--- src/rtl/bcd_countdown_if.sv ---
// Control and data bundle for bcd_countdown: load/start/enable in, BCD count and status out.
interface bcd_countdown_if #(
   parameter int unsigned DIGITS = 2
);
   logic                  load;
   logic [4*DIGITS-1:0]   load_value;
   logic                  start;
   logic                  enable;
   logic [4*DIGITS-1:0]   digits;
   logic                  busy;
   logic                  zero;
   logic                  done;

   modport master (
      output load, load_value, start, enable,
      input  digits, busy, zero, done
   );

   modport slave (
      input  load, load_value, start, enable,
      output digits, busy, zero, done
   );
endinterface

--- src/rtl/bcd_countdown.sv ---
// Multi-digit BCD down-counter with IDLE/RUN/DONE control and a registered one-cycle done pulse.
// Optional BCD_COUNTDOWN_AUTORELOAD_EN: on 1->0 in RUN, reload the start value and keep running.
module bcd_countdown #(
   parameter int unsigned DIGITS = 2
) (
   input  logic             clock,
   input  logic             reset,
   bcd_countdown_if.slave   bus
);
   localparam int unsigned W = 4 * DIGITS;

   typedef enum logic [1:0] {IDLE, RUN, DONE} state_t;

   state_t         state_q, state_d;
   logic [W-1:0]   digits_q, digits_d;
   logic [W-1:0]   reload_q, reload_d;
   logic           done_q, done_d;
   logic           busy_q, busy_d;
   logic           zero_w;
   logic           one_w;

   function automatic logic [W-1:0] bcd_clamp(input logic [W-1:0] v);
      logic [W-1:0] r;
      r = v;
      for (int unsigned i = 0; i < DIGITS; i++) begin
         if (v[4*i +: 4] > 4'd9) r[4*i +: 4] = 4'd9;
      end
      return r;
   endfunction

   // Digit 0 always borrows in; a zero digit under borrow becomes 9 and passes the borrow on.
   function automatic logic [W-1:0] bcd_dec(input logic [W-1:0] v);
      logic [W-1:0] r;
      logic         borrow;
      logic [3:0]   nib;
      r      = v;
      borrow = 1'b1;
      for (int unsigned i = 0; i < DIGITS; i++) begin
         nib = v[4*i +: 4];
         if (borrow) begin
            if (nib == 4'd0) begin
               nib = 4'd9;
            end else begin
               nib    = nib - 4'd1;
               borrow = 1'b0;
            end
         end
         r[4*i +: 4] = nib;
      end
      return r;
   endfunction

   assign zero_w = (digits_q == '0);
   assign one_w  = (digits_q == W'(1));

   always_comb begin
      state_d  = state_q;
      digits_d = digits_q;
      reload_d = reload_q;
      done_d   = 1'b0;
      if (bus.load) begin
         digits_d = bcd_clamp(bus.load_value);
         reload_d = bcd_clamp(bus.load_value);
         state_d  = IDLE;
      end else begin
         unique case (state_q)
            IDLE: begin
               if (bus.start) begin
                  if (zero_w) begin
                     state_d = DONE;
                     done_d  = 1'b1;
                  end else begin
                     state_d = RUN;
                  end
               end
            end
            RUN: begin
               if (bus.enable && !zero_w) begin
                  if (one_w) begin
                     done_d = 1'b1;
`ifdef BCD_COUNTDOWN_AUTORELOAD_EN
                     if (reload_q != '0) begin
                        digits_d = reload_q;
                     end else begin
                        digits_d = '0;
                        state_d  = DONE;
                     end
`else
                     digits_d = '0;
                     state_d  = DONE;
`endif
                  end else begin
                     digits_d = bcd_dec(digits_q);
                  end
               end
            end
            DONE: begin
               if (bus.start) begin
                  if (reload_q == '0) begin
                     done_d = 1'b1;
                  end else begin
                     digits_d = reload_q;
                     state_d  = RUN;
                  end
               end
            end
            default: state_d = IDLE;
         endcase
      end
      busy_d = (state_d == RUN);
   end

   always_ff @(posedge clock) begin
      if (reset) begin
         state_q  <= IDLE;
         digits_q <= '0;
         reload_q <= '0;
         done_q   <= 1'b0;
         busy_q   <= 1'b0;
      end else begin
         state_q  <= state_d;
         digits_q <= digits_d;
         reload_q <= reload_d;
         done_q   <= done_d;
         busy_q   <= busy_d;
      end
   end

   assign bus.digits = digits_q;
   assign bus.busy   = busy_q;
   assign bus.done   = done_q;
   assign bus.zero   = zero_w;
endmodule
--- src/flat_wrapper.sv ---
// flat-port wrapper written by rule: the top's interface ports become plain ports
module bcd_countdown_flat 
#(
   parameter int unsigned DIGITS = 2
)
  (clock, reset, bus_load, bus_load_value, bus_start, bus_enable, bus_digits, bus_busy, bus_zero, bus_done);
  bcd_countdown_if #(.DIGITS(DIGITS)) bus_i ();
  input  logic clock;
  input  logic reset;
  input wire logic [$bits(bus_i.load)-1:0] bus_load;
  input wire logic [$bits(bus_i.load_value)-1:0] bus_load_value;
  input wire logic [$bits(bus_i.start)-1:0] bus_start;
  input wire logic [$bits(bus_i.enable)-1:0] bus_enable;
  output wire logic [$bits(bus_i.digits)-1:0] bus_digits;
  output wire logic [$bits(bus_i.busy)-1:0] bus_busy;
  output wire logic [$bits(bus_i.zero)-1:0] bus_zero;
  output wire logic [$bits(bus_i.done)-1:0] bus_done;
  assign bus_i.load = bus_load;
  assign bus_i.load_value = bus_load_value;
  assign bus_i.start = bus_start;
  assign bus_i.enable = bus_enable;
  assign bus_digits = bus_i.digits;
  assign bus_busy = bus_i.busy;
  assign bus_zero = bus_i.zero;
  assign bus_done = bus_i.done;
  bcd_countdown #(.DIGITS(DIGITS)) u_core (.clock(clock), .reset(reset), .bus(bus_i));
endmodule
--- config.mk ---
export PLATFORM = sky130hd
export DESIGN_NAME = bcd_countdown_flat
export DESIGN_NICKNAME = d
export VERILOG_FILES = /design/src/rtl/bcd_countdown_if.sv /design/src/rtl/bcd_countdown.sv /design/src/flat_wrapper.sv
export SDC_FILE = /design/constraint.sdc
export NUM_CORES = 1
export LEC_CHECK = 0
export ABC_AREA = 1
export CAP_MARGIN = 40
export CORE_UTILIZATION = 45
export CTS_CLUSTER_DIAMETER = 60
export DETAILED_ROUTE_END_ITERATION = 16
export PLACE_DENSITY = 0.73
export SLEW_MARGIN = 0
export SYNTH_ARGS = -nofsm -noshare
export SYNTH_HDL_FRONTEND = slang
export SYNTH_SLANG_ARGS = --single-unit
--- constraint.sdc ---
create_clock -name clock -period 1.45 [get_ports clock]
set_input_delay 0.3625 -clock clock [delete_from_list [all_inputs] [get_ports clock]]
set_output_delay 0.3625 -clock clock [all_outputs]
set_load 0.02 [all_outputs]
==> qor.yml <==
route:
  routed_wl_um: 4100
  wire_per_inst_um: 13.95
  first_iter_violations: 60
  postRouteAntennaNets: 0
  dr.pass1.iters: 5
  vias_per_cell: 5.446
  drc_errors: 0
  vias: 1601
placed_design:
  dpl.hpwl_um: 2819
  numPortBuffers: 23
  placedCellCount: 280
  place_congestion: 0.8431
  postPlaceCellArea_mm2: 0.001734
  dp_slack_ns: -0.4228
pwr:
  intPower_uw: 1118
  sequentialPowerShare: 0.353
  p_per_area_mw_per_mm2: 894.0
  p_sw_frac: 0.3758
  leakage_uw: 0.0009601
  p_switching_uw: 672.9
  ir_worst_vdd_v: 0.0007475
  clkPwrFrac: 0.190
  combPwrFrac: 0.457
setup_path:
  cp_common_cell: "inv_2"
  cp-start-kind: "flop"
  slowest_stage: "dfxtp_2"
  slowest_delay_ns: 0.35
  r2r_slack_ns: -0.21
  crit_start: "u_core.bus.digits[4]"
  endpoint_kind: "output pin"
  path_max_fanout: 2
  required_ns: 1.09
  crit_chain: "inv_2, ha_4, nand2_4, nor2_4, nand2_2, inv_2, buf_6"
  worst_ep_arrival_time_ns: 1.32
  crit_type: "reg2out"
  timing.rr.start: "u_core.bus.digits[4]"
sta:
  maxSlewHeadroom: 0.6786
  min_period_ns: 1.686
  maxSlewViolCount: 0
  layout_setup_ws_ns: -0.2355
  hold_viol: 0
  fin_skew_ns: 0.008534
  fmax_mhz: 593.3
  max_slew.worst_pin.slew_ns: 0.4771
  finalCritPeriodShare: 1.162
  final-setup-viol-count: 14
  rsz0062_at_grt: "true"
  finalHoldWorstSlack_ns: 0.5090
job:
  max_cap_violations: 0
cells_and_area:
  final_util: 0.7802
  synthToLayoutAreaGrowth_pct: 58.99
  antennaDiodeCount: 0
  drive_gt1_frac: 0.4053
  fillerInstances: 186
  nNetsFinal: 282
  final_area_mm2: 0.002003
  final_cells: 294
clock_network:
  clk_path_buf_depth: 2
  cts_tree: "yes"
  htree_levels: 1
  numCtsBuffers: 3
  hold_buffers: 0
  clk_pin_slew_ns: 0.13
  clk-insertion-delay-late_ns: 0.31
  cts_sinks: 20
  cts_root_buf: "clkbuf_4"
status:
  violations: "negative setup slack"
  status: "finished with violations"
synth:
  synthCells: 201
  synthDistinctLibCells: 27
  yosysTopAreaCellShare: 0.3178
  yosys-top-cells-area: "dfxtp_1 32%, nand2_1 13%, nor2_1 11%"
  syn_area_mm2: 0.001260
  ys_seq_area_frac: 0.3178
  yosys_warnings: 0
  synth_nets: 218
  synth_top_area_cell: "dfxtp_1"
  syn_avg_cell_area_um2: 6.268
  synth-seq-cells: 20
global_route:
  track_usage: 0.2795
  grt_overflow_total: 0
  grt_pass1_vias: 1465
  antenna_found_initial: 0
  grt_max_degree: 12
  grt_pass1_wl_um: 6023
die:
  core.rowCount: 18
  start_util: 0.4907
  die_x_um: 54.92
  io_pins: 24
  die_y_um: 54.92
  dieArea_mm2: 0.003016
  coreArea_mm2: 0.002567
worst_hold_path:
  hold_path.class: "reg2reg"
  hold_start: "u_core.reload_q[1]"
## flip-flops by register name (all words and copies together), names as in the netlist
| register | cells |
|---|---|
| u_core.bus.busy | 1 |
| u_core.bus.digits | 8 |
| u_core.bus.done | 1 |
| u_core.reload_q | 8 |
| u_core.state_q | 2 |
## cells in the final DEF, fill, tap and decap left out, types with 7 or more instances in the layout
| cell type | count |
|---|---|
| nor2_1 | 31 |
| nand3_1 | 11 |
| dfxtp_2 | 7 |
| nand2_1 | 34 |
| buf_4 | 39 |
| clkdlybuf4s50_1 | 12 |
| nor2_2 | 7 |
| inv_1 | 22 |
| o21ai_0 | 11 |
| dfxtp_1 | 13 |
| inv_2 | 11 |
## cells by family (layout without fill, tap and decap cells)
family / after synthesis / after routing / share of synthesized area
buf+inv: 37 / 100 / 0.1112
xor+xnor: 2 / 2 / 0.01391
compound gates: 32 / 32 / 0.1420
fa+ha+maj: 4 / 4 / 0.03972
simple gates: 106 / 106 / 0.3754
flops: 20 / 20 / 0.3178
## stage by stage
stage / TNS [ns] / total power (µW)
2_1_floorplan: 0 / 989.9
3_3_place_gp: -3.486 / 1251
3_5_place_dp: -4.044 / 1268
4_1_cts: -0.3774 / 1690
5_1_grt: -2.675 / 1877
6_report: -1.984 / 1791
## path summary, 6_finish.rpt
path                                              to  depth (start not counted)
worst min-delay path              u_core.reload_q[1]                          1
worst min register to register    u_core.reload_q[1]                          1
worst max-delay path                        bus_zero                          7
worst max register to register  u_core.bus.digits[0]                         12
## timing repair
action                     4_1_cts  5_1_grt
setup endpoints to repair       23       19
gates resized for setup         54       33
pin swaps                       12       16
setup buffers                    7        5
## layout make-up
class                      count  area (µm²)  share of cell area
multi-input combinational    144       893.4              0.4460
tap                           30       37.54             0.01874
timing repair buffer          61       493.0              0.2461
sequential                    20       409.1              0.2042
inverter                      35       133.9             0.06683
clock buffer                   4       36.28             0.01811
## critical path: cells and delay by family (launching register included)
| family | cells | cell delay (ns) |
|---|---|---|
| flip-flops | 1 | 0.35 |
| adder cells (fa/ha/maj) | 1 | 0.15 |
| buffers and inverters | 3 | 0.26 |
| AND/OR/NAND/NOR | 3 | 0.25 |
## power by group through the flow
stage | Clock (µW) | Combinational, µW | Sequential (µW)
after detailed placement | 0 | 629 | 639
after floorplan | 0 | 314 | 676
after CTS | 338 | 724 | 629
after global routing | 357 | 885 | 635
after global placement | 0 | 615 | 636
final | 341 | 818 | 631
## metal layers
layer,GRT usage,part of all wire,routed length [µm]
met1,0.3257,0.42,1727
met2,0.5040,0.50,2055
met3,0.03552,0.047,193
met4,0.1250,0.030,123
met5,0,0,0
## cells in the mapped netlist
library cell and n:
a31oi_1 4, o311ai_0 1, a32o_1 1, nand3_2 1, nor2_1 36, clkbuf_1 1
nand4_4 1, a21oi_1 6, or2_1 1, or2_2 1, xor2_1 2, nand2_2 2
clkinv_1 1, o22ai_1 1, buf_2 1, o21ai_0 18, dfxtp_1 20, inv_1 28
nand2_1 42, inv_2 6, ha_1 4, a32oi_1 1, nor2_4 1, nor3_1 1
nand4_1 2, nor2_2 4, nand3_1 14
No activity file was read; power rests on OpenSTA's default activity.
